<file path="src/rtl/rr_arb_pkg.sv">
// Shared types and helpers for the round-robin slice arbiter.
// Optional feature macro used by the arbiter: RR_ARB_LOCK_EN (owner slice extension).
package rr_arb_pkg;

    localparam int MAX_N     = 16;
    localparam int MAX_ID_W  = 4;
    localparam int MIN_SLICE = 1;

    typedef enum logic {
        ARB_IDLE = 1'b0,
        ARB_BUSY = 1'b1
    } arb_state_e;

    // First set bit of req at or after start, wrapping modulo n (bits >= n ignored).
    function automatic logic [MAX_ID_W-1:0] next_req(
        input logic [MAX_N-1:0]    req,
        input logic [MAX_ID_W-1:0] start,
        input int unsigned         n
    );
        logic [MAX_ID_W-1:0] idx;
        logic                found;
        logic [MAX_ID_W:0]   pos;
        idx   = '0;
        found = 1'b0;
        for (int unsigned k = 0; k < MAX_N; k++) begin
            pos = {1'b0, start} + (MAX_ID_W+1)'(k);
            if (pos >= (MAX_ID_W+1)'(n)) begin
                pos = pos - (MAX_ID_W+1)'(n);
            end
            if (!found && (k < n) && req[pos[MAX_ID_W-1:0]]) begin
                idx   = pos[MAX_ID_W-1:0];
                found = 1'b1;
            end
        end
        return idx;
    endfunction

endpackage

</file>
<file path="src/rtl/rr_prio_pick.sv">
// Combinational masked priority picker: first request at or after ptr, wrapping.
// Shared by the arbiter's idle-start and hand-off selection.
module rr_prio_pick
    import rr_arb_pkg::*;
#(
    parameter int N    = 4,
    parameter int ID_W = $clog2(N)
) (
    input  logic [N-1:0]    req,
    input  logic [ID_W-1:0] ptr,
    output logic [N-1:0]    onehot,
    output logic [ID_W-1:0] idx,
    output logic            any
);

    // Rotating search from ptr; onehot is all-zero when nothing is requested.
    always_comb begin
        idx    = ID_W'(next_req(MAX_N'(req), MAX_ID_W'(ptr), N));
        any    = |req;
        onehot = '0;
        if (any) begin
            onehot[idx] = 1'b1;
        end
    end

endmodule

</file>
<file path="src/rtl/rr_slice_arbiter.sv">
// N-way round-robin arbiter with per-requester programmable time slice.
// Registered one-hot grant; direct owner-to-owner hand-off with no idle cycle.
// Optional macro RR_ARB_LOCK_EN adds the lock input (owner holds past slice expiry).
//
// state    | meaning
// ---------+-------------------------------------------------------------
// ARB_IDLE | no owner; next request found from ptr
// ARB_BUSY | owner own_q holds the grant; cnt_q counts cycles up to lim_q
module rr_slice_arbiter
    import rr_arb_pkg::*;
#(
    parameter int N       = 4,
    parameter int SLICE_W = 4,
    parameter int ID_W    = $clog2(N)
) (
    input  logic                 clk,
    input  logic                 rst_n,
    input  logic [N-1:0]         req,
    input  logic [N*SLICE_W-1:0] slice_len,
`ifdef RR_ARB_LOCK_EN
    input  logic                 lock,
`endif
    output logic [N-1:0]         gnt,
    output logic [ID_W-1:0]      gnt_id,
    output logic                 gnt_vld
);

    localparam logic [SLICE_W:0]   CNT_ONE = (SLICE_W+1)'(MIN_SLICE);
    localparam logic [SLICE_W-1:0] LIM_MIN = SLICE_W'(MIN_SLICE);

    arb_state_e          state_q, state_d;
    logic [ID_W-1:0]     own_q, own_d;
    logic [ID_W-1:0]     ptr_q, ptr_d;
    logic [SLICE_W:0]    cnt_q, cnt_d;
    logic [SLICE_W-1:0]  lim_q, lim_d;
    logic [N-1:0]        gnt_d;
    logic [ID_W-1:0]     gnt_id_d;

    logic [ID_W-1:0]     own_inc;
    logic [ID_W-1:0]     pick_ptr;
    logic [N-1:0]        pick_onehot;
    logic [ID_W-1:0]     pick_idx;
    logic                pick_any;
    logic [SLICE_W-1:0]  pick_slice;
    logic [SLICE_W-1:0]  own_slice;
    logic                own_req;
    logic                others;
    logic                at_lim;
    logic                expire;

    rr_prio_pick #(
        .N    (N),
        .ID_W (ID_W)
    ) u_pick (
        .req    (req),
        .ptr    (pick_ptr),
        .onehot (pick_onehot),
        .idx    (pick_idx),
        .any    (pick_any)
    );

    // Owner-relative quantities and the picker start point (ptr when idle, owner+1 when busy).
    always_comb begin
        own_inc    = (own_q == ID_W'(N-1)) ? '0 : own_q + 1'b1;
        pick_ptr   = (state_q == ARB_IDLE) ? ptr_q : own_inc;
        pick_slice = slice_len[pick_idx*SLICE_W +: SLICE_W];
        own_slice  = slice_len[own_q*SLICE_W +: SLICE_W];
        if (pick_slice < LIM_MIN) begin
            pick_slice = LIM_MIN;
        end
        if (own_slice < LIM_MIN) begin
            own_slice = LIM_MIN;
        end
        own_req = req[own_q];
        others  = |(req & ~(N'(1) << own_q));
        at_lim  = (cnt_q == {1'b0, lim_q});
    end

    // Next-state, slice counter and registered-output decode.
    always_comb begin
        state_d  = state_q;
        own_d    = own_q;
        ptr_d    = ptr_q;
        cnt_d    = cnt_q;
        lim_d    = lim_q;
        expire   = 1'b0;
        gnt_d    = '0;
        gnt_id_d = '0;

        case (state_q)
            ARB_IDLE: begin
                if (pick_any) begin
                    state_d = ARB_BUSY;
                    own_d   = pick_idx;
                    cnt_d   = CNT_ONE;
                    lim_d   = pick_slice;
                end
            end
            ARB_BUSY: begin
                if (!own_req) begin
                    ptr_d = own_inc;
                    if (pick_any) begin
                        own_d = pick_idx;
                        cnt_d = CNT_ONE;
                        lim_d = pick_slice;
                    end else begin
                        state_d = ARB_IDLE;
                        own_d   = '0;
                        cnt_d   = '0;
                    end
                end else if (!at_lim) begin
                    cnt_d = cnt_q + 1'b1;
                end else begin
`ifdef RR_ARB_LOCK_EN
                    expire = !lock;
`else
                    expire = 1'b1;
`endif
                end

                if (expire) begin
                    if (others) begin
                        ptr_d = own_inc;
                        own_d = pick_idx;
                        lim_d = pick_slice;
                    end else begin
                        lim_d = own_slice;
                    end
                    cnt_d = CNT_ONE;
                end
            end
            default: begin
                state_d = ARB_IDLE;
            end
        endcase

        if (state_d == ARB_BUSY) begin
            gnt_d          = '0;
            gnt_d[own_d]   = 1'b1;
            gnt_id_d       = own_d;
        end
    end

    // State, counters and glitch-free output registers.
    always_ff @(posedge clk or negedge rst_n) begin
        if (!rst_n) begin
            state_q <= ARB_IDLE;
            own_q   <= '0;
            ptr_q   <= '0;
            cnt_q   <= '0;
            lim_q   <= '0;
            gnt     <= '0;
            gnt_id  <= '0;
            gnt_vld <= 1'b0;
        end else begin
            state_q <= state_d;
            own_q   <= own_d;
            ptr_q   <= ptr_d;
            cnt_q   <= cnt_d;
            lim_q   <= lim_d;
            gnt     <= gnt_d;
            gnt_id  <= gnt_id_d;
            gnt_vld <= (state_d == ARB_BUSY);
        end
    end

endmodule

</file>
<file path="config.mk">
export PLATFORM = sky130hd
export DESIGN_NAME = rr_slice_arbiter
export DESIGN_NICKNAME = d
export VERILOG_FILES = /design/src/rtl/rr_arb_pkg.sv /design/src/rtl/rr_prio_pick.sv /design/src/rtl/rr_slice_arbiter.sv
export SDC_FILE = /design/constraint.sdc
export NUM_CORES = 1
export LEC_CHECK = 0
export ABC_AREA = 1
export CAP_MARGIN = 20
export CORE_ASPECT_RATIO = 1.4
export CORE_UTILIZATION = 49
export DETAILED_ROUTE_END_ITERATION = 12
export PLACE_DENSITY = 0.76
export SLEW_MARGIN = 20
export SYNTH_ARGS = -nofsm -noshare
export SYNTH_HDL_FRONTEND = slang
export SYNTH_SLANG_ARGS = --single-unit
</file>
<file path="constraint.sdc">
create_clock -name clk -period 2.7 [get_ports clk]
set_clock_uncertainty 0.05 [all_clocks]
set_input_delay 0.27 -clock clk [delete_from_list [all_inputs] [get_ports clk]]
set_output_delay 0.27 -clock clk [all_outputs]
set_load 0.02 [all_outputs]
</file>
# After elaboration in Yosys (flattened, before gate mapping)

Cells that the tools add are included.

Add/sub/neg operators: 9
Multipliers: 0
Div/mod/pow operators: 0
$lt $le $gt $ge: 13
Equality and inequality tests: 5
Shift operators: 3
Multiplexer cells: 55
Bitwise logic cells: 3
Reductions and logical operators: 10

Operator list:

| kind                | count |
|---|---|
| $mux 4              | 11 |
| $shiftx 16x5->4     | 2 |
| $mux 2              | 15 |
| $lt 4x5->1 const B  | 4 |
| $mux 5              | 4 |
| $bmux 1 s4          | 4 |
| $ge 5x3->1 const B  | 3 |
| $mux 1              | 15 |
| $sub 4x3->4 const B | 3 |
| $pmux 5 s2          | 1 |
| $lt 4x1->1 const B  | 2 |
| $pmux 4 s2          | 1 |
| $reduce_or 4->1     | 2 |
| $add 2x2->3 const B | 2 |
| $lt 2x3->1 const B  | 2 |
| $add 5x1->5 const B | 1 |
| $eq 5x4->1          | 1 |
| $and 4x4->4         | 1 |
| $logic_and 1x1->1   | 4 |
| $ne 4x3->1 const B  | 1 |
| $not 4->4           | 1 |
| $pmux 2 s2          | 1 |
| $shl 1x2->4 const A | 1 |
| $sub 2x3->4 const B | 1 |
| 13 further kinds    | 15 |

Bits in registers: 20
Bits in latches: 0
Memory bits (writable): 0
Bits in read-only memories: 0
Bits of input ports: 22
Output and inout port bits: 7
Logic and storage cells: 105
Memories kept: 0

# Logic depth before layout (Yosys ltp)

Depth in word-level cells: 27
Depth in mapped cells: 24
Mapped depth without buffers: 23

# By module

A second synthesis with hierarchy kept.

Cell total of the unflattened synthesis: 333
Area total of the unflattened synthesis: 2,162.1 um2

Modules (own cells, without submodules):

| module           | times used | cells each | area an instance (um2) |
|---|---|---|---|
| rr_slice_arbiter | 1          | 267        | 1,759.2 |
| rr_prio_pick     | 1          | 66         | 402.9 |

# Worst setup path after synthesis

Ideal clock, no wire load.

Kind: flip-flop to flip-flop
Start: reg own_q[0]
End: reg lim_q[0]
Library setup time: 118 ps
Data arrival time: 2,403 ps
Path slack: 129 ps
Stages on the path, launching flop included: 24
Cell sequence: dfrtp_1 > buf_6 > inv_4 > ha_1 > nand2_1 > nand2_2 > ha_1 > inv_1 > nand3_1 > nand3_1 > nor2_4 > nand2_2 > nand2_4 > nand2_4 > nand2_1 > nand2_1 > nand2_1 > nand2_2 > nand3_1 > nand2_1 > nand2_1 > nand2_1 > nand3_1 > nand2_1

Cells in the longest elaborated chain, start to end: 24

Ends and longest elaborated chain:

| what                                                 | RTL line                | RTL |
|---|---|---|
| start, declared                                      | rr_slice_arbiter.sv:32  | `logic [ID_W-1:0] own_q, own_d;` |
| start signal, assigned                               | rr_slice_arbiter.sv:157 | `own_q <= own_d;` |
| branches (longest 24 deep; another with $sub 4x3->4) | -                       |  |
| end signal, assigned                                 | rr_slice_arbiter.sv:160 | `lim_q <= lim_d;` |
| end, declared                                        | rr_slice_arbiter.sv:35  | `logic [SLICE_W-1:0] lim_q, lim_d;` |

Several ways; the timed one is not identified. The select of a mux whose other input is x is not followed.
A chain may end at the register's enable or synchronous reset.

# Final worst setup path

Same ends and word-level chain as after synthesis.

==> impl_metrics.tcl <==
set metrics [dict create \
    outcome "finished, final reports clean" \
    setup.worst_path.start_class "flip-flop" \
    dp_hpwl_um 4030 \
    numPortBuffers 28 \
    path_cells "ha_4 -> nor2_4 -> nand2_4 -> buf_4 -> nand3_1 -> nand2_1 -> nand2_2 -> nand2_4 -> nor2_4 -> nand2_2 -> nand2_4 -> nand2_4 -> nand2_1 -> nand2_1 -> nand2_1 -> nand2_2 -> nand3_2 -> nand2_2 -> nand2_1 -> nand2_1 -> nand3_1 -> nand2_1" \
    htreeDepth 1 \
    synth_cells 291 \
    layout-drive-gt1-share 0.226 \
    rsz0062_at_grt "yes" \
    grt_max_degree 21 \
    tritoncts "done" \
    critPathMaxStageDelay_ps 470 \
    wl_per_cell_um 14.2 \
    grt_pass1_wl_um 8790 \
    dieArea_um2 4240 \
    grt_pass1_vias 2019 \
    clock_latency_ps 260 \
    die_w_um 55.3 \
    synthesis.area_um2 1950 \
    maxCapViolCount 0 \
    path_clk_slew_ps 70 \
    vias 2112 \
    numCtsBuffers 3 \
    most-common-layout-cells "nand2_1 (62), nand3_1 (41), inv_1 (28), clkdlybuf4s50_1 (28)" \
    crit_required_ps 2800 \
    syn_nets 321 \
    yosysUniqueCellTypes 36 \
    grt-ovfl-total 0 \
    relSlewSlack 0.424 \
    synth_area_per_cell_um2 6.69 \
    max_clock_freq_mhz 390 \
    grt_use_total 0.253 \
    period_share 0.951 \
    r2r_setup_slack_ps 130 \
    io_pins 29 \
    drtPass1Iterations 4 \
    die_h_um 76.6 \
    drt_iter0_drc 129 \
    drc 0 \
    antenna_found_initial 0 \
    ys_seq_elements 20 \
    fin_crit_ps 2570 \
    mostFrequentLayoutCell "nand2_1" \
    yosys_warnings 0 \
    syn_to_final_growth_pct 32.8 \
    reg2reg_to "lim_q[0]" \
    ant_nets 0 \
    finalSetupViolations 0 \
    num-nets-final 367 \
    start_util 0.521 \
    yosysSeqAreaShare 0.257 \
    cp.arrival_ps 2670 \
    path_class "flip-flop to flip-flop" \
    crit_path_frequent_cell "nand2_1" \
    path_buf_inv 1 \
    fp-row-count 26 \
    drt-total-wl_um 5390 \
    cts-root-buf "clkbuf_8" \
    hold_path.class "input pin to async pin" \
    crit_path_max_fanout 9 \
    r2r_cells 22 \
    critPathTopFamily "simple AND/OR/NAND/NOR gates" \
    slowest_stage "dfrtp_2" \
    end_kind "flip-flop" \
    place_congestion 0.889 \
    viasPerCell 5.59 \
    regToRegStartpoint "own_q[0]" \
    worst_pin_slew_ps 861 \
    drv_slew 0 \
    hold_violations 0 \
    clk_path_buf_depth 2 \
    fin_setup_tns_ps 0 \
    core_area_um2 3740 \
    clock-sinks 20 \
    diodes 0 \
]
how the worst max path moves through the flow:
stage | slack, ps | end | from | depth (start not counted)
2_1_floorplan | 130 | lim_q[0] | own_q[0] | 23
3_3_place_gp | 30 | lim_q[0] | own_q[0] | 18
3_5_place_dp | 4 | lim_q[0] | own_q[0] | 18
4_1_cts | 10 | lim_q[0] | own_q[0] | 18
5_1_grt | -60 | lim_q[0] | own_q[0] | 22
6_report | 130 | lim_q[0] | own_q[0] | 22
stage by stage:
stage | setup WS [ps] | hold WS (ps) | util | area, µm² | cells
6_report | 133 | 453 | 0.691 | 2590 | 378
5_1_grt | -64.8 | 526 | 0.691 | 2590 | 378
4_1_cts | 14.0 | 473 | 0.647 | 2420 | 374
3_5_place_dp | 3.69 | 465 | 0.627 | 2350 | 370
3_3_place_gp | 28.4 | 450 | 0.627 | 2350 | 370
2_1_floorplan | 129 | -75.6 | - | 1950 | 291
sequential cells by signal, summed over array words and instances, names as in the netlist:
| register | cells |
|---|---|
| cnt_q | 5 |
| gnt | 4 |
| gnt_id | 2 |
| lim_q | 4 |
| own_q | 2 |
| ptr_q | 2 |
| state_q | 1 |
per-layer routing:
metal  track usage  vias up  share of wire  wire [µm]
met5             0        -              0          0
met4         0.125        0          0.027        144
met3        0.0289       18          0.029        158
met2         0.451       64           0.53       2840
met1         0.294      972           0.42       2240
li1              -     1058              -          -
area by class of cell:
type	instances	area (µm²)
Tap cell	42	52.6
Fill cell	308	1150
Clock buffer	3	41.3
Timing Repair Buffer	46	427
Clock inverter	1	30.0
Inverter	33	129
Multi-Input combinational cell	233	1410
Sequential cell	20	502
Yosys cell counts:
| cell type | number | area [µm²] |
|---|---|---|
| nand2_1 | 70 | 263 |
| nand3_1 | 47 | 235 |
| inv_1 | 29 | 109 |
| dfrtp_1 | 20 | 500 |
| nor2_1 | 19 | 71.3 |
| o21ai_0 | 19 | 95.1 |
| a21oi_1 | 13 | 65.1 |
| nand2_2 | 12 | 75.1 |
| ha_1 | 8 | 100 |
| nand2_4 | 5 | 56.3 |
| o22ai_1 | 4 | 25.0 |
| nand4_1 | 3 | 18.8 |
| o21ai_1 | 3 | 15.0 |
| xor2_1 | 3 | 26.3 |
| a21oi_2 | 2 | 17.5 |
| a22oi_1 | 2 | 15.0 |
| a31oi_1 | 2 | 12.5 |
| buf_6 | 2 | 22.5 |
| clkbuf_1 | 2 | 7.51 |
| inv_2 | 2 | 7.51 |
| inv_4 | 2 | 12.5 |
| nand3_2 | 2 | 20.0 |
| nor2_2 | 2 | 12.5 |
| nor2_4 | 2 | 22.5 |
| nor3_1 | 2 | 10.0 |
| nor4_1 | 2 | 12.5 |
| o211ai_1 | 2 | 15.0 |
| or2_1 | 2 | 12.5 |
| a21o_1 | 1 | 7.51 |
| a32oi_1 | 1 | 8.76 |
| and3_1 | 1 | 6.26 |
| buf_8 | 1 | 15.0 |
| nand2_8 | 1 | 20.0 |
| nor3_2 | 1 | 10.0 |
| o21ai_4 | 1 | 16.3 |
| xnor2_1 | 1 | 8.76 |
cell families (layout without fill, tap and decap cells):
kind of cell / after synthesis / after routing / share of synthesized area
AND/OR/NAND/NOR: 171 / 171 / 0.434
AO/OA/AOI/OAI: 50 / 50 / 0.150
adder cells (fa/ha/maj): 8 / 8 / 0.0514
flip-flops: 20 / 20 / 0.257
XOR/XNOR: 4 / 4 / 0.0180
buffers and inverters: 38 / 83 / 0.0893
repair_timing:
action	4_1_cts	5_1_grt
pin swaps	0	9
gates cloned	0	0
hold buffers	0	0
setup buffers	0	4
setup endpoints to repair	1	10
gates resized for setup	1	32
Power is left out: the tool's default activity adds up to more than one toggle a clock period on the data nets, which glitch-free logic cannot reach.
